--- src/rtl/seg7_scan_reader.sv ---
// ---------------------------------------------------------------------------
// seg7_scan_reader
//
// Purpose:
//   Reads a multiplexed, active-low 7-segment display bus back into hex
//   nibbles. This is the inverse of the hex-to-7-segment decoder. A digit
//   selection must hold steady for STABLE_CYCLES samples before its segment
//   pattern is turned back into a nibble. That nibble is then stored in the
//   register for that digit.
//
// Parameters:
//   DIGITS        number of multiplexed digits (an_in width)
//   STABLE_CYCLES consecutive identical samples needed before a commit (>= 1)
//   CNT_W         settle counter width, 2**CNT_W >= STABLE_CYCLES
//
// Ports:
//   clk          system clock, rising edge
//   reset        synchronous, active-high reset
//   an_in        digit enables, active-low, bit i selects digit i
//   seg_in       segments, active-low, seg_in[6]=a ... seg_in[0]=g
//   hex_out      decoded nibbles, digit i at [4i+3:4i]
//   digit_valid  bit i set when digit i holds a committed hex value
//   upd_valid    one-cycle pulse on each recognised commit
//   upd_digit    index of the committed digit (valid with upd_valid)
//   upd_nibble   committed nibble (valid with upd_valid)
//   err          sticky flag: a stable, unrecognised pattern was seen
//   err_pattern  last unrecognised pattern
//
// Optional feature (macro SEG7_SCAN_DP_EN):
//   Adds the following ports:
//     dp_in   active-low decimal point
//     dp_out  per-digit decimal point, active-high
//   dp_in is sampled together with the segments and takes part in the
//   stability check. Without the macro, neither port exists.
// ---------------------------------------------------------------------------
module seg7_scan_reader #(
  parameter int DIGITS        = 4,
  parameter int STABLE_CYCLES = 4,
  parameter int CNT_W         = 3
) (
  input  logic                       clk,
  input  logic                       reset,
  input  logic [DIGITS-1:0]          an_in,
  input  logic [6:0]                 seg_in,
`ifdef SEG7_SCAN_DP_EN
  input  logic                       dp_in,
  output logic [DIGITS-1:0]          dp_out,
`endif
  output logic [4*DIGITS-1:0]        hex_out,
  output logic [DIGITS-1:0]          digit_valid,
  output logic                       upd_valid,
  output logic [$clog2(DIGITS)-1:0]  upd_digit,
  output logic [3:0]                 upd_nibble,
  output logic                       err,
  output logic [6:0]                 err_pattern
);

  localparam int IDX_W = $clog2(DIGITS);
  localparam logic [6:0] SEG_BLANK = 7'h7F;
  localparam logic [CNT_W-1:0] CNT_LAST = CNT_W'(STABLE_CYCLES - 1);
  localparam logic [CNT_W-1:0] CNT_MAX  = {CNT_W{1'b1}};

  typedef enum logic [1:0] {
    IDLE   = 2'd0,
    SETTLE = 2'd1,
    HELD   = 2'd2
  } state_t;

  // Input sample registers
  logic [DIGITS-1:0] s_an_q, s_an_d;
  logic [6:0]        s_seg_q, s_seg_d;
`ifdef SEG7_SCAN_DP_EN
  logic              s_dp_q, s_dp_d;
  logic [DIGITS-1:0] dp_q, dp_d;
`endif

  // Control state
  state_t            state_q, state_d;
  logic [CNT_W-1:0]  cnt_q, cnt_d;

  // Output registers
  logic [4*DIGITS-1:0] hex_q, hex_d;
  logic [DIGITS-1:0]   dv_q, dv_d;
  logic                upd_valid_q, upd_valid_d;
  logic [IDX_W-1:0]    upd_digit_q, upd_digit_d;
  logic [3:0]          upd_nibble_q, upd_nibble_d;
  logic                err_q, err_d;
  logic [6:0]          err_pattern_q, err_pattern_d;

  // Selection decode and commit strobes
  logic [DIGITS-1:0] an_low;
  logic              sel_legal;
  logic [IDX_W-1:0]  sel_idx;
  logic              changed;
  logic              commit;
  logic [4:0]        dec;

  // Segment pattern to {recognised, nibble}. Patterns that are not in the
  // table return recognised = 0. This includes the blank pattern; the commit
  // logic handles blank on its own.
  function automatic logic [4:0] decode_seg(input logic [6:0] seg);
    logic [4:0] r;
    case (seg)
      7'b0000001: r = {1'b1, 4'h0};
      7'b1001111: r = {1'b1, 4'h1};
      7'b0010010: r = {1'b1, 4'h2};
      7'b0000110: r = {1'b1, 4'h3};
      7'b1001100: r = {1'b1, 4'h4};
      7'b0100100: r = {1'b1, 4'h5};
      7'b0100000: r = {1'b1, 4'h6};
      7'b0001111: r = {1'b1, 4'h7};
      7'b0000000: r = {1'b1, 4'h8};
      7'b0000100: r = {1'b1, 4'h9};
      7'b0001000: r = {1'b1, 4'hA};
      7'b1100000: r = {1'b1, 4'hB};
      7'b0110001: r = {1'b1, 4'hC};
      7'b1000010: r = {1'b1, 4'hD};
      7'b0110000: r = {1'b1, 4'hE};
      7'b0111000: r = {1'b1, 4'hF};
      default:    r = 5'b0_0000;
    endcase
    return r;
  endfunction

  // The bus is captured every cycle without any further synchronisation.
  always_comb begin
    s_an_d  = an_in;
    s_seg_d = seg_in;
`ifdef SEG7_SCAN_DP_EN
    s_dp_d  = dp_in;
`endif
  end

  // The FSM compares the sample being captured on this edge with the sample
  // already held. A new selection therefore enters SETTLE on the same edge
  // that captures it. This is what makes a commit land STABLE_CYCLES+1 edges
  // after the bus settles.
  // A selection is legal only when exactly one enable is low. The check is
  // done on the inverted enables using the x & (x-1) one-hot test.
  always_comb begin
    an_low    = ~s_an_d;
    sel_legal = (an_low != '0) && ((an_low & (an_low - DIGITS'(1))) == '0);
    sel_idx   = '0;
    for (int i = 0; i < DIGITS; i++) begin
      if (an_low[i]) begin
        sel_idx = IDX_W'(i);
      end
    end
`ifdef SEG7_SCAN_DP_EN
    changed = ({s_an_d, s_seg_d, s_dp_d} != {s_an_q, s_seg_q, s_dp_q});
`else
    changed = ({s_an_d, s_seg_d} != {s_an_q, s_seg_q});
`endif
  end

  // Next-state logic.
  // An illegal selection always drops back to IDLE.
  // A legal change restarts settling. Only an unchanged SETTLE advances
  // the count. IDLE cannot see a legal unchanged sample, because leaving an
  // illegal selection always counts as a change.
  always_comb begin
    state_d = state_q;
    cnt_d   = cnt_q;
    commit  = 1'b0;
    if (!sel_legal) begin
      state_d = IDLE;
      cnt_d   = '0;
    end else if (changed) begin
      state_d = SETTLE;
      cnt_d   = '0;
    end else begin
      case (state_q)
        SETTLE: begin
          if (cnt_q == CNT_LAST) begin
            commit  = 1'b1;
            state_d = HELD;
          end else if (cnt_q != CNT_MAX) begin
            cnt_d = cnt_q + CNT_W'(1);
          end
        end
        HELD:    state_d = HELD;
        default: state_d = IDLE;
      endcase
    end
  end

  // Commit handling. There are three cases:
  //   - A recognised pattern updates the digit and sends a pulse.
  //   - A blank pattern clears the digit.
  //   - Anything else only updates the error capture.
  // upd_digit and upd_nibble keep their last values between pulses.
  always_comb begin
    hex_d         = hex_q;
    dv_d          = dv_q;
    upd_valid_d   = 1'b0;
    upd_digit_d   = upd_digit_q;
    upd_nibble_d  = upd_nibble_q;
    err_d         = err_q;
    err_pattern_d = err_pattern_q;
`ifdef SEG7_SCAN_DP_EN
    dp_d          = dp_q;
`endif
    dec           = decode_seg(s_seg_q);
    if (commit) begin
      if (dec[4]) begin
        for (int d = 0; d < DIGITS; d++) begin
          if (IDX_W'(d) == sel_idx) begin
            hex_d[4*d +: 4] = dec[3:0];
            dv_d[d]         = 1'b1;
`ifdef SEG7_SCAN_DP_EN
            dp_d[d]         = ~s_dp_q;
`endif
          end
        end
        upd_valid_d  = 1'b1;
        upd_digit_d  = sel_idx;
        upd_nibble_d = dec[3:0];
      end else if (s_seg_q == SEG_BLANK) begin
        for (int d = 0; d < DIGITS; d++) begin
          if (IDX_W'(d) == sel_idx) begin
            hex_d[4*d +: 4] = 4'h0;
            dv_d[d]         = 1'b0;
`ifdef SEG7_SCAN_DP_EN
            dp_d[d]         = 1'b0;
`endif
          end
        end
      end else begin
        err_d         = 1'b1;
        err_pattern_d = s_seg_q;
      end
    end
  end

  // All state registers. The sample registers reset to "nothing selected,
  // all segments dark". As a result, a selection held through reset is seen
  // as a fresh change once reset releases.
  always_ff @(posedge clk) begin
    if (reset) begin
      s_an_q        <= '1;
      s_seg_q       <= SEG_BLANK;
      state_q       <= IDLE;
      cnt_q         <= '0;
      hex_q         <= '0;
      dv_q          <= '0;
      upd_valid_q   <= 1'b0;
      upd_digit_q   <= '0;
      upd_nibble_q  <= '0;
      err_q         <= 1'b0;
      err_pattern_q <= '0;
`ifdef SEG7_SCAN_DP_EN
      s_dp_q        <= 1'b1;
      dp_q          <= '0;
`endif
    end else begin
      s_an_q        <= s_an_d;
      s_seg_q       <= s_seg_d;
      state_q       <= state_d;
      cnt_q         <= cnt_d;
      hex_q         <= hex_d;
      dv_q          <= dv_d;
      upd_valid_q   <= upd_valid_d;
      upd_digit_q   <= upd_digit_d;
      upd_nibble_q  <= upd_nibble_d;
      err_q         <= err_d;
      err_pattern_q <= err_pattern_d;
`ifdef SEG7_SCAN_DP_EN
      s_dp_q        <= s_dp_d;
      dp_q          <= dp_d;
`endif
    end
  end

  assign hex_out     = hex_q;
  assign digit_valid = dv_q;
  assign upd_valid   = upd_valid_q;
  assign upd_digit   = upd_digit_q;
  assign upd_nibble  = upd_nibble_q;
  assign err         = err_q;
  assign err_pattern = err_pattern_q;
`ifdef SEG7_SCAN_DP_EN
  assign dp_out      = dp_q;
`endif

endmodule

--- config.mk ---
export PLATFORM = sky130hd
export DESIGN_NAME = seg7_scan_reader
export DESIGN_NICKNAME = d
export VERILOG_FILES = /design/src/rtl/seg7_scan_reader.sv
export SDC_FILE = /design/constraint.sdc
export NUM_CORES = 1
export LEC_CHECK = 0
export BUFFER_PORTS_ARGS = -buffer_cell sky130_fd_sc_hd__buf_4
export CAP_MARGIN = 20
export CORE_MARGIN = 2
export CORE_UTILIZATION = 55
export CTS_CLUSTER_SIZE = 25
export DETAILED_ROUTE_END_ITERATION = 6
export PLACE_DENSITY = 0.79
export SLEW_MARGIN = 0
export SYNTH_ARGS = -nofsm -noshare
export SYNTH_HDL_FRONTEND = slang
export SYNTH_SLANG_ARGS = --single-unit
--- constraint.sdc ---
create_clock -name clk -period 2.42 [get_ports clk]
set_input_delay 0.363 -clock clk [delete_from_list [all_inputs] [get_ports clk]]
set_output_delay 0.363 -clock clk [all_outputs]
set_load 0.005 [all_outputs]
; After elaboration in Yosys (flattened, before gate mapping)
; Index checks and enable logic that the tools add are counted.
[word_totals]
word_cells = 101
input_bits = 13
mem_bits_ro = 0
output_inout_bits = 35
regBits = 51
latchBits = 0
mem_count = 0
ram_bits = 0
[classes]
bitwise = 7
shifts = 0
n_lt_le_gt_ge = 0
n_div = 0
n_addsub = 2
mul = 0
n_eq_ne = 26
mux = 32
reduce_logical = 16
[ops]
columns = operator, n
row1 = case mux 5 bit (16 select lines), 1
row2 = two-way mux 4 bit, 10
row3 = equality test 7 x 6 -> 1 bit (second input constant), 5
row4 = equality test 7 bit (second input constant), 5
row5 = two-way mux 16 bit, 2
row6 = AND reduction 3 bit, 6
row7 = two-way mux 1 bit, 15
row8 = equality test 7 x 3 -> 1 bit (second input constant), 2
row9 = equality test 7 x 4 -> 1 bit (second input constant), 2
row10 = != test 11 bit, 1
row11 = equality test 7 x 1 -> 1 bit (second input constant), 1
row12 = equality test 7 x 5 -> 1 bit (second input constant), 1
row13 = zero test 7 bit, 1
row14 = two-way mux 2 bit, 3
row15 = != test 3 bit (second input constant), 2
row16 = NOT 1 bit, 5
row17 = AND 4 bit, 1
row18 = equality test 2 bit (first input constant), 2
row19 = zero test 4 bit, 1
row20 = NOT 4 bit, 1
row21 = case mux 2 bit (2 select lines), 1
row22 = nonzero test 4 bit, 1
row23 = OR reduction 2 bit, 2
row24 = subtractor 4 x 1 -> 4 bit (second input constant), 1
row25 = other kinds (11), 11

; Logic depth before layout (Yosys ltp)
; Gate-level depths: netlist (run 1).
[depth]
depth_word = 8
mapped_depth = 8
mapped_depth_nobuf = 7

; Worst setup path after synthesis (run 1)
; No wires, ideal clock.
[synth_path]
path_kind = reg2reg
start = register cnt_q[0]
end = register err_pattern_q[2], in the netlist err_pattern[2]
setup_slack_ps = 312
setup_ps = 72
required_ps = 2348
stages_incl_launch_ff = 9
period_less_slack_ps = 2108
t_arrival_ps = 2037
path_cell_list = dfxtp_1 -> ha_1 -> ha_1 -> nand2_1 -> nand4b_1 -> a2111oi_4 -> nor4b_4 -> buf_6 -> mux2i_1
[synth_between]
elab_chain_len = 6
[synth_lines]
columns = item, line
row1 = start: declaration, 79  ; logic [CNT_W-1:0] cnt_q, cnt_d;
row2 = start signal: assignment, 259  ; cnt_q <= cnt_d;
row3 = equality test 3 x 2 -> 1 bit, 174  ; if (cnt_q == CNT_LAST) begin
row4 = two-way mux 1 bit, 174
row5 = two-way mux 1 bit, 172  ; case (state_q)
row6 = two-way mux 1 bit, 168  ; end else if (changed) begin
row7 = two-way mux 1 bit, 165  ; if (!sel_legal) begin
row8 = AND reduction 3 bit (no source line), -
row9 = end signal: assignment, 266  ; err_pattern_q <= err_pattern_d;
row10 = end: declaration, 88  ; logic [6:0] err_pattern_q, err_pattern_d;
; Every way passes these cells.
; A chain may end at the register's enable or synchronous reset.

; Worst setup path after layout (run 1)
[layout_path]
start = register s_seg_q[3]
end = register upd_digit_q[0], in the netlist upd_digit[0]
[layout_between]
elab_chain_len = 4
elab_cells_between_ends = 21
classes_between = 16 x eq/ne / 3 x mux / 2 x reduce/logical
[layout_lines]
columns = item, line
row1 = start: declaration, 71  ; logic [6:0] s_seg_q, s_seg_d;
row2 = start signal: assignment, 257  ; s_seg_q <= s_seg_d;
row3 = "parallel branches: the longest is 3 deep, another holds case mux 5 bit (16 select lines)", -
row4 = AND reduction 2 bit (no source line) (*), -
row5 = end signal: assignment, 263  ; upd_digit_q <= upd_digit_d;
row6 = end: declaration, 85  ; logic [IDX_W-1:0] upd_digit_q, upd_digit_d;
; Mark *: on every way between the ends.

==> flow_metrics.py, run 1 <==
metrics = {
    "routing": {
        "viasPerCell": 5.45,
        "wire_per_inst_um": 14.7,
        "totalWireLength_mm": 5.49,
        "antenna_left": 0,
        "dr.pass1.iters": 4,
        "drtIter0Drc": 106,
        "num_vias": 2037,
        "drc": 0,
    },
    "cts": {
        "cts_tree": "done",
        "cts_setup_buffers": 0,
        "clk_pin_slew_worst_paths_ns": 0.10,
        "clock_path_buffers": 2,
        "cts_root_buf": "clkbuf_8",
        "htreeDepth": 2,
        "cts_buffers": 5,
        "hold_buffers": 0,
        "cts_sinks": 51,
        "worstSkewPairLatency_ns": 0.31,
    },
    "global_route": {
        "grt_max_degree": 64,
        "grt_pass1_vias": 1871,
        "antenna_found_initial": 0,
        "overflow": 0,
        "grt_pass1_wl_mm": 8.74,
        "gr-usage-all-layers_pct": 21.1,
    },
    "floorplan": {
        "design.die.area_um2": 5320,
        "die_w_um": 72.9,
        "die_height_um": 72.9,
        "initial_core_util_pct": 56.0,
        "io_pins": 48,
        "coreArea_um2": 4660,
        "rows": 25,
    },
    "sta": {
        "report.final.slew_viol_count": 0,
        "fin_skew_ns": 0.00429,
        "period_needed_ns": 2.25,
        "tightest_slew_ns": 0.582,
        "rsz0062_at_grt": "false",
        "setup_violations": 0,
        "fmax_ghz": 0.445,
        "tns_ns": 0,
        "slew_headroom_pct": 61.2,
        "min_period_over_period_pct": 92.9,
        "finalHoldViolCount": 0,
    },
    "finish": {
        "syn_to_final_growth_pct": 21.7,
        "final_core_util_pct": 68.2,
        "finalNetCount": 335,
        "regArea_um2": 1020,
        "multi_input_comb_area_um2": 1500,
        "fillers": 377,
        "n_antenna_cell": 0,
        "final_layout_size_suffix_gt1_share_pct": 29.7,
    },
    "logic_synthesis": {
        "synth_edf_count": 0,
        "seq_area_frac_synth_pct": 39.1,
        "synth_top_area_cell": "dfxtp_1",
        "yosysMostFrequentCell": "dfxtp_1",
        "synth_top_area_share_pct": 39.1,
        "syn_inst": 271,
        "synth-main-ff-cell": "dfxtp_1",
        "synthesis.area_um2": 2610,
        "ys_async_sr_fraction_pct": 0,
        "synth_cell_types": 50,
        "yosys-top-cells-area": "dfxtp_1 39%, mux2i_1 10%, nand2b_1 9.3%",
        "synth_area_per_cell_um2": 9.64,
        "ys.warnings.count": 0,
        "ys_ff_latch": 51,
        "synth_common_cells": "51 x dfxtp_1, 39 x nand2b_1, 27 x mux2i_1",
        "syn-num-nets": 287,
    },
    "pwr": {
        "powerDensity_nw_per_um2": 514,
        "ir_drop_mv": 0.354,
        "power.total_uw": 1630,
        "p_leak_uw": 0.00132,
    },
    "critical_path": {
        "setup.worst_path.start": "s_seg_q[3]",
        "required_ns": 2.63,
        "start_kind": "flop",
        "cp_max_fo": 12,
        "r2r_cells": 5,
        "r2r-start": "s_seg_q[3]",
        "setup.worst_path.end": "upd_digit[0]",
        "critPathKind": "reg -> reg",
        "timing.rr.end": "upd_digit[0]",
        "critical-path-slowest-cell": "dfxtp_1",
        "endpoint_kind": "flop",
        "worstPathArrival_ns": 2.45,
        "crit_chain": "nor2_1, a32oi_1, o221ai_2, o21ai_2, mux2_2",
        "max_stage_delay_ns": 0.62,
        "r2r_slack_ns": 0.17,
    },
    "min_path": {
        "hold_path.class": "in -> reg",
    },
    "job": {
        "drv_cap": 0,
    },
    "placed_design": {
        "place_congestion": 0.824,
        "hpwl_mm": 3.79,
        "port_buffers": 47,
    },
    "status": {
        "outcome": "completed",
    },
}
## cell families after synthesis
group           count (synthesis)  share of synthesized area [%]
simple gates                  113                           26.5
flops                          51                           39.1
compound gates                 37                           12.8
mux                            29                           11.2
buf+inv                        24                           4.22
xor+xnor                       14                           4.70
fa+ha+maj                       3                           1.44
## where the power goes
| group | leakage (uW) | switching (uW) | internal, uW |
|---|---|---|---|
| Combinational | 0.000846 | 70.8 | 74.0 |
| Clock | 0.0000587 | 304 | 314 |
| Sequential | 0.000414 | 20.9 | 849 |
## layout make-up
type / instances / share of cell area [%]
Inverter: 3 / 0.354
Clock inverter: 3 / 1.50
Sequential cell: 51 / 32.1
Tap cell: 54 / 2.13
Timing Repair Buffer: 62 / 14.6
Clock buffer: 5 / 2.17
Multi-Input combinational cell: 196 / 47.1
## through the flow
step                      std cells  hold WS, ns  setup WS (ns)  area (um^2)
after floorplan                 271        0.465          0.312         2610
after global placement          366        0.460         0.0491         3050
after detailed placement        366        0.465       -0.00465         3050
after CTS                       374        0.249          0.111         3170
after global routing            374        0.249         0.0539         3180
final                           374        0.252          0.173         3180
## worst max-delay path, delay by kind of cell (launching register included)
kind             cells  cell delay (ns)
flip-flops           1             0.62
AND/OR/NAND/NOR      1             0.13
AO/OA/AOI/OAI        3             1.01
multiplexers         1             0.38
## placed cells by master (no fill, tap or decap), types with 4 or more instances in the layout
cell type / synthesis / final
o2bb2ai_1: 4 / 4
dfxtp_1: 51 / 51
buf_4: 1 / 62
mux2i_1: 27 / 27
clkbuf_8: 0 / 5
a211oi_1: 4 / 4
a21oi_1: 6 / 6
xnor2_1: 14 / 14
or2_2: 12 / 12
nor2_1: 12 / 12
nand2b_1: 39 / 39
nor2b_1: 12 / 12
nand2_1: 9 / 9
nand3_1: 5 / 5
## flip-flops by register name, summed over array words and instances (netlist names)
name	cells
state_q	2
err	1
cnt_q	3
upd_valid	1
err_pattern	7
hex_out	16
upd_nibble	4
digit_valid	4
s_seg_q	7
upd_digit	2
s_an_q	4
## layer usage
layer	routed length, um	part of all wire [%]	global-route usage (%)	vias to the layer above
li1	-	-	-	1035
met1	2660	48	29.1	933
met2	2440	44	31.7	60
met3	320	5.8	6.08	9
met4	70	1.3	7.20	0
met5	0	0	0	-
## worst min path at each step
stage,startpoint,to,slack [ns],depth (start not counted)
2_1_floorplan,cnt_q[1],cnt_q[1],0.46,2
3_3_place_gp,err_pattern[0],err_pattern[0],0.46,2
3_5_place_dp,hex_out[1],hex_out[1],0.47,2
4_1_cts,seg_in[3],s_seg_q[3],0.25,2
5_1_grt,seg_in[0],s_seg_q[0],0.25,2
6_report,seg_in[3],s_seg_q[3],0.25,2
## repair_timing
action,4_1_cts,5_1_grt
pin swaps,0,0
resized for setup,1,1
endpoints found under the setup margin,4,3
(Power assumes the default switching activity.)
==> inputs of run 2 (changes only) <==
CORE_UTILIZATION = 40   (was 55)
PLACE_DENSITY = default   (was 0.79)
clock period = 2.2 ns   (was 2.42 ns; I/O delays follow)
==> flow_metrics.py, run 2 (synthesis results as in run 1) <==
metrics = {
    "critical_path": {
        "timing.rr.end": "err",
        "r2r-start": "s_seg_q[3]",
        "critical-path-slowest-cell": "a2111oi_2",
        "crit_chain": "buf_4, nand4bb_1, a2111oi_2, nand3b_2, nor4b_4, buf_12, o21ba_2",
        "required_ns": 2.41,
        "r2r_cells": 7,
        "crit_buf_inv": 2,
        "cp.depth": 7,
        "start_kind": "flop",
        "endpoint_kind": "flop",
        "worstPathArrival_ns": 2.26,
        "max_stage_delay_ns": 0.41,
        "cp_top_family": "simple AND/OR/NAND/NOR gates",
        "critPathKind": "reg -> reg",
        "cp_max_fo": 8,
        "r2r_slack_ns": 0.14,
    },
    "job": {
        "drv_cap": 0,
    },
    "finish": {
        "final_cell_mix": "71 x buf_4, 49 x dfxtp_1, 39 x nand2b_1",
        "stdcell_area_um2": 3340,
        "largest_register_ffs": 16,
        "final_layout_size_suffix_gt1_share_pct": 32.9,
        "n_antenna_cell": 0,
        "finalNetCount": 346,
        "stdcell_count": 408,
        "final_common_cell": "buf_4",
        "syn_to_final_growth_pct": 27.7,
    },
    "placed_design": {
        "port_buffers": 47,
        "place_congestion": 0.868,
        "dpl_cell_area_um2": 3170,
        "dpl.cell_count": 399,
        "hpwl_mm": 4.10,
    },
    "global_route": {
        "grt_max_degree": 64,
        "gr-usage-all-layers_pct": 16.7,
        "grt_pass1_vias": 1987,
        "overflow": 0,
        "grt_pass1_wl_mm": 9.72,
        "antenna_found_initial": 0,
    },
    "floorplan": {
        "rows": 29,
        "die_height_um": 84.8,
        "io_pins": 48,
        "die_w_um": 84.8,
        "initial_core_util_pct": 41.4,
        "design.die.area_um2": 7190,
        "coreArea_um2": 6310,
    },
    "routing": {
        "drtIter0Drc": 85,
        "antenna_left": 0,
        "dr.pass1.iters": 4,
        "num_vias": 2079,
        "wire_per_inst_um": 14.3,
        "totalWireLength_mm": 5.84,
        "drc": 0,
        "viasPerCell": 5.10,
    },
    "sta": {
        "fin_skew_ns": 0.00736,
        "finalHoldViolCount": 0,
        "tightest_slew_ns": 0.486,
        "min_period_over_period_pct": 93.5,
        "tns_ns": 0,
        "period_needed_ns": 2.06,
        "slew_headroom_pct": 67.6,
        "fmax_ghz": 0.486,
        "whs_ns": 0.221,
        "setup_violations": 0,
        "report.final.slew_viol_count": 0,
    },
    "cts": {
        "cts_sinks": 51,
        "worstSkewPairLatency_ns": 0.31,
        "clk_pin_slew_worst_paths_ns": 0.09,
        "cts_root_buf": "clkbuf_8",
        "cts_buffers": 5,
        "htreeDepth": 2,
        "clock_path_buffers": 2,
        "cts_tree": "done",
    },
    "min_path": {
        "whs_path_depth": 2,
        "hold_end": "s_seg_q[3]",
        "hold_start": "seg_in[3]",
        "hold_path.class": "in -> reg",
    },
    "pwr": {
        "switching_share_pct": 24.3,
        "powerDensity_nw_per_um2": 543,
        "ir_drop_mv": 0.307,
        "clock_power_share_pct": 37.5,
        "p_leak_uw": 0.00139,
        "p_switching_uw": 440,
        "seq_power_share_pct": 52.5,
        "pwr-share-comb_pct": 10.1,
        "p_int_uw": 1370,
    },
    "status": {
        "outcome": "completed",
    },
}
run 2: cell types whose count changed in the layout (fill, tap and decap cells not counted):
cell,previous run,this run
buf_12,0,2
buf_4,62,71
dfxtp_1,51,49
dfxtp_2,0,2
o221ai_2,1,0
o221ai_4,0,1
xnor2_1,14,13
xnor2_2,0,1
run 2: worst reg2reg max path, stage by stage, from the launching register on:
cell,delay [ns]
dfxtp_1,0.39
buf_4,0.18
nand4bb_1,0.20
a2111oi_2,0.41
nand3b_2,0.35
nor4b_4,0.09
buf_12,0.16
o21ba_2,0.19
run 2: how the worst max path moves through the flow:
stage / start / end / slack [ns]
6_report: s_seg_q[3] / err / 0.14
5_1_grt: s_seg_q[1] / err_pattern[3] / -0.02
4_1_cts: s_seg_q[3] / hex_out[1] / 0.03
3_5_place_dp: s_seg_q[3] / hex_out[1] / -0.06
3_3_place_gp: s_seg_q[6] / hex_out[1] / -0.09
2_1_floorplan: cnt_q[0] / err_pattern[2] / 0.09
run 2: area by class of cell:
class                   count  area, um^2
multi-input cells         196        1520
clock buffers               5        68.8
fillers                   604        2980
repair buffers             73         573
flip-flops and latches     51        1020
clock inverters             3        47.5
well taps                  77        96.3
inverters                   3        11.3
run 2: repair_timing:
action                                  4_1_cts  5_1_grt
setup buffers                                 0        1
endpoints found under the setup margin        5       31
resized for setup                             1        5
cloned                                        0        0
pin swaps                                     0        2
hold buffers                                  0        0
run 2: layer usage:
metal  track usage (%)  wire (um)
met5                 0          0
met4              7.07         97
met3              4.13        356
met2              22.6       2360
met1              24.9       3020
run 2: power groups by stage:
stage               Combinational [uW]  Sequential [uW]  Clock, uW
detailed placement                 178              971          0
global route                       201              952        738
floorplan                          126              962          0
global placement                   177              971          0
CTS                                179              949        704
finish                             182              950        679
run 2: per-stage QoR:
stage | util [%] | worst slack [ns] | power, uW
after global placement | 50.3 | -0.0916 | 1150
after CTS | 52.2 | 0.0287 | 1830
after global routing | 52.8 | -0.0165 | 1890
after floorplan | - | 0.0918 | 1090
after detailed placement | 50.3 | -0.0591 | 1150
final | 52.8 | 0.143 | 1810
